`config.mk`:
```
export PLATFORM = sky130hd
export DESIGN_NAME = fan_tach_monitor
export DESIGN_NICKNAME = d
export VERILOG_FILES = /design/src/rtl/fan_tach_monitor.sv
export SDC_FILE = /design/constraint.sdc
export NUM_CORES = 1
export LEC_CHECK = 0
export ABC_CLOCK_PERIOD_IN_PS = 10900
export CORE_AREA = 5 5 177 179
export CTS_CLUSTER_SIZE = 14
export DETAILED_ROUTE_END_ITERATION = 12
export DIE_AREA = 0 0 182 184
export GPL_TIMING_DRIVEN = 1
export PLACE_DENSITY = 0.75
export SETUP_SLACK_MARGIN = 0.5
export SKIP_CTS_REPAIR_TIMING = 1
export SYNTH_ARGS = -nofsm -noshare
export SYNTH_HDL_FRONTEND = slang
export SYNTH_SLANG_ARGS = --single-unit
```
`constraint.sdc`:
```
create_clock -name clk -period 10.9 [get_ports clk]
set_input_delay 3.27 -clock clk [delete_from_list [all_inputs] [get_ports clk]]
set_output_delay 3.27 -clock clk [all_outputs]
set_load 0.02 [all_outputs]
```
`src/rtl/fan_tach_monitor.sv`:
```
// Multi-channel fan tachometer monitor.
// Each TACH input is synchronised, glitch-filtered and its falling edges are
// counted over a fixed gate window. At the end of every window the pulse
// count is scaled to RPM (saturating) and per-channel stall/saturation flags
// are refreshed, all qualified by a one-cycle rpm_valid strobe.
module fan_tach_monitor #(
  parameter int N_CH        = 4,
  parameter int CLK_HZ      = 50_000_000,
  parameter int GATE_MS     = 1000,
  parameter int PPR         = 2,
  parameter int FILT_CYC    = 16,
  parameter int RPM_W       = 16,
  parameter int STALL_GATES = 2
) (
  input  logic                    clk,
  input  logic                    rstn,
  input  logic                    en,
  input  logic [N_CH-1:0]         tach,
  output logic [N_CH*RPM_W-1:0]   rpm,
  output logic                    rpm_valid,
  output logic [N_CH-1:0]         stall,
  output logic [N_CH-1:0]         sat
);

  localparam int GATE_CYC = CLK_HZ / 1000 * GATE_MS;
  localparam int RPM_DEN  = (PPR * GATE_MS > 0) ? PPR * GATE_MS : 1;
  localparam int RPM_MUL  = 60000 / RPM_DEN;

  localparam int TW = (GATE_CYC > 1) ? $clog2(GATE_CYC) : 1;
  localparam int FW = $clog2(FILT_CYC + 1);
  localparam int ZW = $clog2(STALL_GATES + 1);
  localparam int MW = $clog2(RPM_MUL + 1);
  localparam int PW = 16 + MW;
  localparam int XW = (PW > RPM_W) ? PW : RPM_W;

  localparam logic [TW-1:0] TMR_LAST = TW'(GATE_CYC - 1);
  localparam logic [FW-1:0] RUN_LAST = FW'(FILT_CYC - 1);
  localparam logic [ZW-1:0] ZC_MAX   = ZW'(STALL_GATES);
  localparam logic [XW-1:0] RPM_MAX  = XW'({RPM_W{1'b1}});
  localparam logic [XW-1:0] MUL_X    = XW'(RPM_MUL);

  // Elaboration-time parameter sanity checks
  if (CLK_HZ % 1000 != 0) begin : g_chk_clk
    $error("fan_tach_monitor: CLK_HZ must be a multiple of 1000");
  end
  if (PPR * GATE_MS <= 0 || 60000 % RPM_DEN != 0 || RPM_MUL < 1) begin : g_chk_mul
    $error("fan_tach_monitor: 60000/(PPR*GATE_MS) must be an integer >= 1");
  end
  if (FILT_CYC < 1 || STALL_GATES < 1 || N_CH < 1 || GATE_CYC < 1) begin : g_chk_rng
    $error("fan_tach_monitor: FILT_CYC, STALL_GATES, N_CH and gate length must be >= 1");
  end

  logic [N_CH-1:0]  sync1_q, sync2_q;
  logic [N_CH-1:0]  filt_q, filt_d;
  logic [N_CH-1:0]  fall_q, fall_d;
  logic [FW-1:0]    run_q [N_CH];
  logic [FW-1:0]    run_d [N_CH];

  logic [TW-1:0]    tmr_q, tmr_d;
  logic             term;
  logic             valid_q;

  logic [15:0]      cnt_q [N_CH];
  logic [15:0]      cnt_d [N_CH];
  logic [15:0]      pcnt  [N_CH];
  logic [XW-1:0]    prod  [N_CH];
  logic [N_CH-1:0]  clamp;
  logic [ZW-1:0]    zc_q  [N_CH];
  logic [ZW-1:0]    zc_d  [N_CH];
  logic [RPM_W-1:0] rpm_q [N_CH];
  logic [RPM_W-1:0] rpm_d [N_CH];
  logic [N_CH-1:0]  stall_q, stall_d;
  logic [N_CH-1:0]  sat_q, sat_d;

  // Glitch filter: flip only after FILT_CYC consecutive disagreeing samples
  always_comb begin
    filt_d = filt_q;
    fall_d = '0;
    for (int unsigned i = 0; i < N_CH; i++) begin
      run_d[i] = '0;
      if (sync2_q[i] != filt_q[i]) begin
        if (run_q[i] == RUN_LAST) begin
          filt_d[i] = ~filt_q[i];
        end else begin
          run_d[i] = run_q[i] + FW'(1);
        end
      end
      fall_d[i] = filt_q[i] & ~filt_d[i];
    end
  end

  // Synchroniser, filter state and edge pulse registers (idle high)
  always_ff @(posedge clk or negedge rstn) begin
    if (!rstn) begin
      sync1_q <= '1;
      sync2_q <= '1;
      filt_q  <= '1;
      fall_q  <= '0;
      for (int unsigned i = 0; i < N_CH; i++) begin
        run_q[i] <= '0;
      end
    end else begin
      sync1_q <= tach;
      sync2_q <= sync1_q;
      filt_q  <= filt_d;
      fall_q  <= fall_d;
      for (int unsigned i = 0; i < N_CH; i++) begin
        run_q[i] <= run_d[i];
      end
    end
  end

  assign term = en & (tmr_q == TMR_LAST);

  // Gate timer, pulse counters and end-of-window result computation.
  // An edge landing on the terminal cycle is folded into the closing
  // window's total and the counter still restarts from zero.
  always_comb begin
    tmr_d = (!en || term) ? '0 : tmr_q + TW'(1);
    for (int unsigned i = 0; i < N_CH; i++) begin
      pcnt[i]  = (fall_q[i] && cnt_q[i] != 16'hFFFF) ? cnt_q[i] + 16'd1 : cnt_q[i];
      prod[i]  = XW'(pcnt[i]) * MUL_X;
      clamp[i] = prod[i] > RPM_MAX;
      cnt_d[i] = (!en || term) ? '0 : pcnt[i];
      rpm_d[i] = rpm_q[i];
      zc_d[i]  = zc_q[i];
      sat_d[i]   = sat_q[i];
      stall_d[i] = stall_q[i];
      if (term) begin
        rpm_d[i] = clamp[i] ? '1 : prod[i][RPM_W-1:0];
        sat_d[i] = clamp[i] | (pcnt[i] == 16'hFFFF);
        if (pcnt[i] == 16'd0) begin
          zc_d[i]    = (zc_q[i] == ZC_MAX) ? zc_q[i] : zc_q[i] + ZW'(1);
          stall_d[i] = (zc_d[i] == ZC_MAX);
        end else begin
          zc_d[i]    = '0;
          stall_d[i] = 1'b0;
        end
      end
    end
  end

  // Measurement state and registered outputs
  always_ff @(posedge clk or negedge rstn) begin
    if (!rstn) begin
      tmr_q   <= '0;
      valid_q <= 1'b0;
      stall_q <= '0;
      sat_q   <= '0;
      for (int unsigned i = 0; i < N_CH; i++) begin
        cnt_q[i] <= '0;
        zc_q[i]  <= '0;
        rpm_q[i] <= '0;
      end
    end else begin
      tmr_q   <= tmr_d;
      valid_q <= term;
      stall_q <= stall_d;
      sat_q   <= sat_d;
      for (int unsigned i = 0; i < N_CH; i++) begin
        cnt_q[i] <= cnt_d[i];
        zc_q[i]  <= zc_d[i];
        rpm_q[i] <= rpm_d[i];
      end
    end
  end

  for (genvar g = 0; g < N_CH; g++) begin : g_pack
    assign rpm[g*RPM_W +: RPM_W] = rpm_q[g];
  end

  assign rpm_valid = valid_q;
  assign stall     = stall_q;
  assign sat       = sat_q;

endmodule

```
==> flow_metrics.py <==
metrics = {
    "cells_and_area": {
        "drive_gt1_share_pct": 6.98,
        "fillers": 2457,
        "fin_util_pct": 60.9,
        "multi_input_area_um2": 9970,
        "finalNonFillerCells": 2151,
        "syn_to_final_growth_pct": 12.3,
        "nNetsFinal": 1955,
        "antennaDiodeCount": 0,
        "final-seq-area_um2": 5090,
    },
    "pwr": {
        "power_leakage_nw": 8.82,
        "p_per_area_nw_per_um2": 89.7,
        "ir_drop_uv": 107,
        "power_mw": 1.61,
    },
    "die": {
        "core_region_area_um2": 29400,
        "die_area_um2": 33500,
        "die_height_um": 184,
        "placementRows": 63,
        "die_w_um": 182,
        "initial_core_util_pct": 54.2,
        "io_pins": 80,
    },
    "setup_path": {
        "rrSetupSlack_ns": 4.79,
        "r2r_cells": 17,
        "crit_type": "register to register",
        "cp.arrival_ns": 6.55,
        "crit_path_start_kind": "register",
        "r2r-end": "rpm[26]$_DFFE_PN0P_",
        "endpoint_kind": "register",
        "required_ns": 11.34,
        "r2r-start": "cnt_q[43]$_DFF_PN0_",
        "critPathMaxFanout": 17,
    },
    "synthesis": {
        "synth_top_cell_by_area": "dfrtp_1",
        "synth_area_um2": 15900,
        "synthArstFlopShare_pct": 100,
        "synth_edf_count": 0,
        "synth_fp_nets": 1878,
        "synth_compound_area_share_pct": 14.6,
        "synthXorXnorAreaFrac_pct": 10.9,
        "synth-simple-area-share_pct": 15.5,
        "ys_ff_latch": 203,
        "synthDistinctLibCells": 92,
        "synth_top_family_by_area": "adder cells",
        "netlist.area_leader.share_pct": 30.0,
        "synthMuxAreaShare_pct": 0.730,
        "synthAdderAreaFrac_pct": 20.8,
        "ys.flop_type": "dfrtp_1",
        "yosysMostFrequentCell": "dfrtp_1",
        "yosys-top-cells-area": "dfrtp_1 30%, ha_1 10%, fa_1 9.0%",
        "yosysWarnings": 0,
        "syn_area_per_cell_um2": 9.57,
        "syn-instance-count": 1666,
        "synth_common_cells": "191 x dfrtp_1, 187 x inv_1, 185 x nor2_1",
        "seq_area_frac_synth_pct": 31.9,
    },
    "global_routing": {
        "grt_pass1_wl_mm": 56.1,
        "grt-busiest-layer": "met2",
        "grt_util_all_layers_pct": 19.3,
        "grt_max_degree": 85,
        "gr-usage-met1_pct": 25.5,
        "grt_pass1_vias": 11800,
        "met2_usage_pct": 34.7,
        "antenna_found_initial": 0,
        "overflow": 0,
        "use_met3_pct": 2.43,
    },
    "worst_hold_path": {
        "worstHoldPathType": "register to register",
        "whs_path_depth": 0,
        "hold_start": "sync1_q[1]$_DFF_PN1_",
        "holdPathEnd": "sync2_q[1]$_DFF_PN1_",
    },
    "timing": {
        "skew_ns": 0.0130,
        "max_slew_margin_pct": 15.4,
        "hold_slack_ns": 0.351,
        "worst_slew_pin_slew_ns": 1.26,
        "max_freq_mhz": 164,
        "fin_crit_sh_pct": 56.0,
        "tns_ns": 0,
        "drv_slew": 0,
        "rsz0062_at_grt": "no",
        "hold_violations": 0,
        "fin_crit_ns": 6.11,
        "setup_violations": 0,
    },
    "placement": {
        "dp.cells": 2106,
        "place_hpwl_mm": 24.1,
        "port_buffers": 79,
        "place.gp.congestion": 0.867,
    },
    "drt": {
        "first_iter_violations": 504,
        "dr_total_vias": 11900,
        "drc": 0,
        "wl_per_cell_um": 14.8,
        "final_antenna_net_count": 0,
        "routed_wl_mm": 31.9,
        "dr.pass1.iters": 5,
        "routed_via_density": 5.51,
    },
    "clock_network": {
        "cts_tree": "built",
        "clk_path_buf_depth": 3,
        "root_buffer": "clkbuf_16",
        "numCtsBuffers": 25,
        "clkTransAtPathRegs_ns": 0.06,
        "clock_latency_ns": 0.52,
        "h-tree-depth": 1,
        "cts.sinks": 203,
    },
    "status": {
        "status": "completed",
    },
    "job": {
        "drv_cap": 0,
    },
}
-- flip-flops by register name, indices dropped and copies added (netlist names), 4 cells and up --
register and flops:
cnt_q 64, rpm 64, tmr_q 26, run_q 20, zc_q 5, fall_q 4
filt_q 4, sat 4, sync1_q 4, sync2_q 4
-- placed cells by master, fill, tap and decap left out, types with 7 or more instances in the layout --
cell type	n
a211oi_1	13
a21o_1	24
a21oi_1	67
a21oi_2	12
a22o_1	7
a31oi_1	7
and2_1	8
and3_1	25
and4_1	7
clkbuf_16	25
clkdlybuf4s50_1	78
dfrtp_1	191
dfstp_2	12
fa_1	72
ha_1	133
inv_1	187
maj3_1	21
nand2_1	82
nand3_1	54
nand4_1	33
nor2_1	185
nor2b_1	11
nor3_1	14
nor3b_1	9
nor4_1	14
o211ai_1	9
o21a_1	14
o21ai_0	69
o21ai_1	11
o21bai_1	12
o22a_1	46
or3_1	11
xnor2_1	95
xnor2_2	7
xor2_1	67
xor2_2	11
-- cell families (layout without fill, tap and decap cells) --
logic type,after synthesis,in the layout
and+or+nand+nor,488,488
AOI/OAI and AO/OA,335,335
adders and majority gates,226,226
buffers and inverters,222,317
DFF,203,203
xor gates and xnor gates,181,181
muxes,11,11
-- power breakdown --
part | internal [mW] | switching (mW) | total, mW
clock network | 0.488 | 0.319 | 0.807
logic | 0.00881 | 0.0249 | 0.0337
registers | 0.761 | 0.00509 | 0.766
total | 1.26 | 0.349 | 1.61
-- area by class of cell --
type,count,area share [%]
tap,390,2.72
multi-input combinational,1241,55.7
clock buffer,32,3.81
timing repair buffer,84,4.65
inverter,188,3.97
clock inverter,13,0.713
sequential,203,28.4
-- critical path, cell delays in order (launching register included) --
cell      delay (ns)
dfrtp_1         0.39
and4_2          0.31
nand4_4         0.14
or3_1           0.49
nand2_1         0.16
mux2i_1         0.43
inv_1           0.16
fa_1            0.60
fa_1            0.47
fa_1            0.45
a211oi_1        0.26
o21bai_1        0.12
o22ai_1         0.33
o21ba_2         0.23
o21ai_0         0.11
o211a_1         0.13
o21ai_1         0.95
o32a_1          0.31
-- how the worst max path moves through the flow --
stage                     endpoint           startpoint  slack, ns  cells past startpoint
5_1_grt        rpm[26]$_DFFE_PN0P_  cnt_q[42]$_DFF_PN0_       4.38                     17
2_1_floorplan  rpm[25]$_DFFE_PN0P_  cnt_q[43]$_DFF_PN0_       5.78                     18
3_5_place_dp   rpm[26]$_DFFE_PN0P_  cnt_q[43]$_DFF_PN0_       4.84                     17
3_3_place_gp   rpm[26]$_DFFE_PN0P_  cnt_q[43]$_DFF_PN0_       5.03                     17
4_1_cts        rpm[26]$_DFFE_PN0P_  cnt_q[43]$_DFF_PN0_       4.80                     17
6_report       rpm[26]$_DFFE_PN0P_  cnt_q[43]$_DFF_PN0_       4.79                     17
-- layer usage --
metal | vias up | share of wire (%) | wire length, um
met5 | - | 0 | 0
met4 | 0 | 1.7 | 535
met3 | 40 | 3.1 | 987
met2 | 172 | 50 | 15900
met1 | 5744 | 45 | 14500
li1 | 5900 | - | -
-- per-stage QoR --
step	worst slack (ns)	instance area (um2)
floorplan	5.78	15900
global placement	5.03	17100
detailed placement	4.84	17100
CTS	4.80	17900
global route	4.38	17900
finish	4.79	17900
No activity file was read; power rests on OpenSTA's default activity.
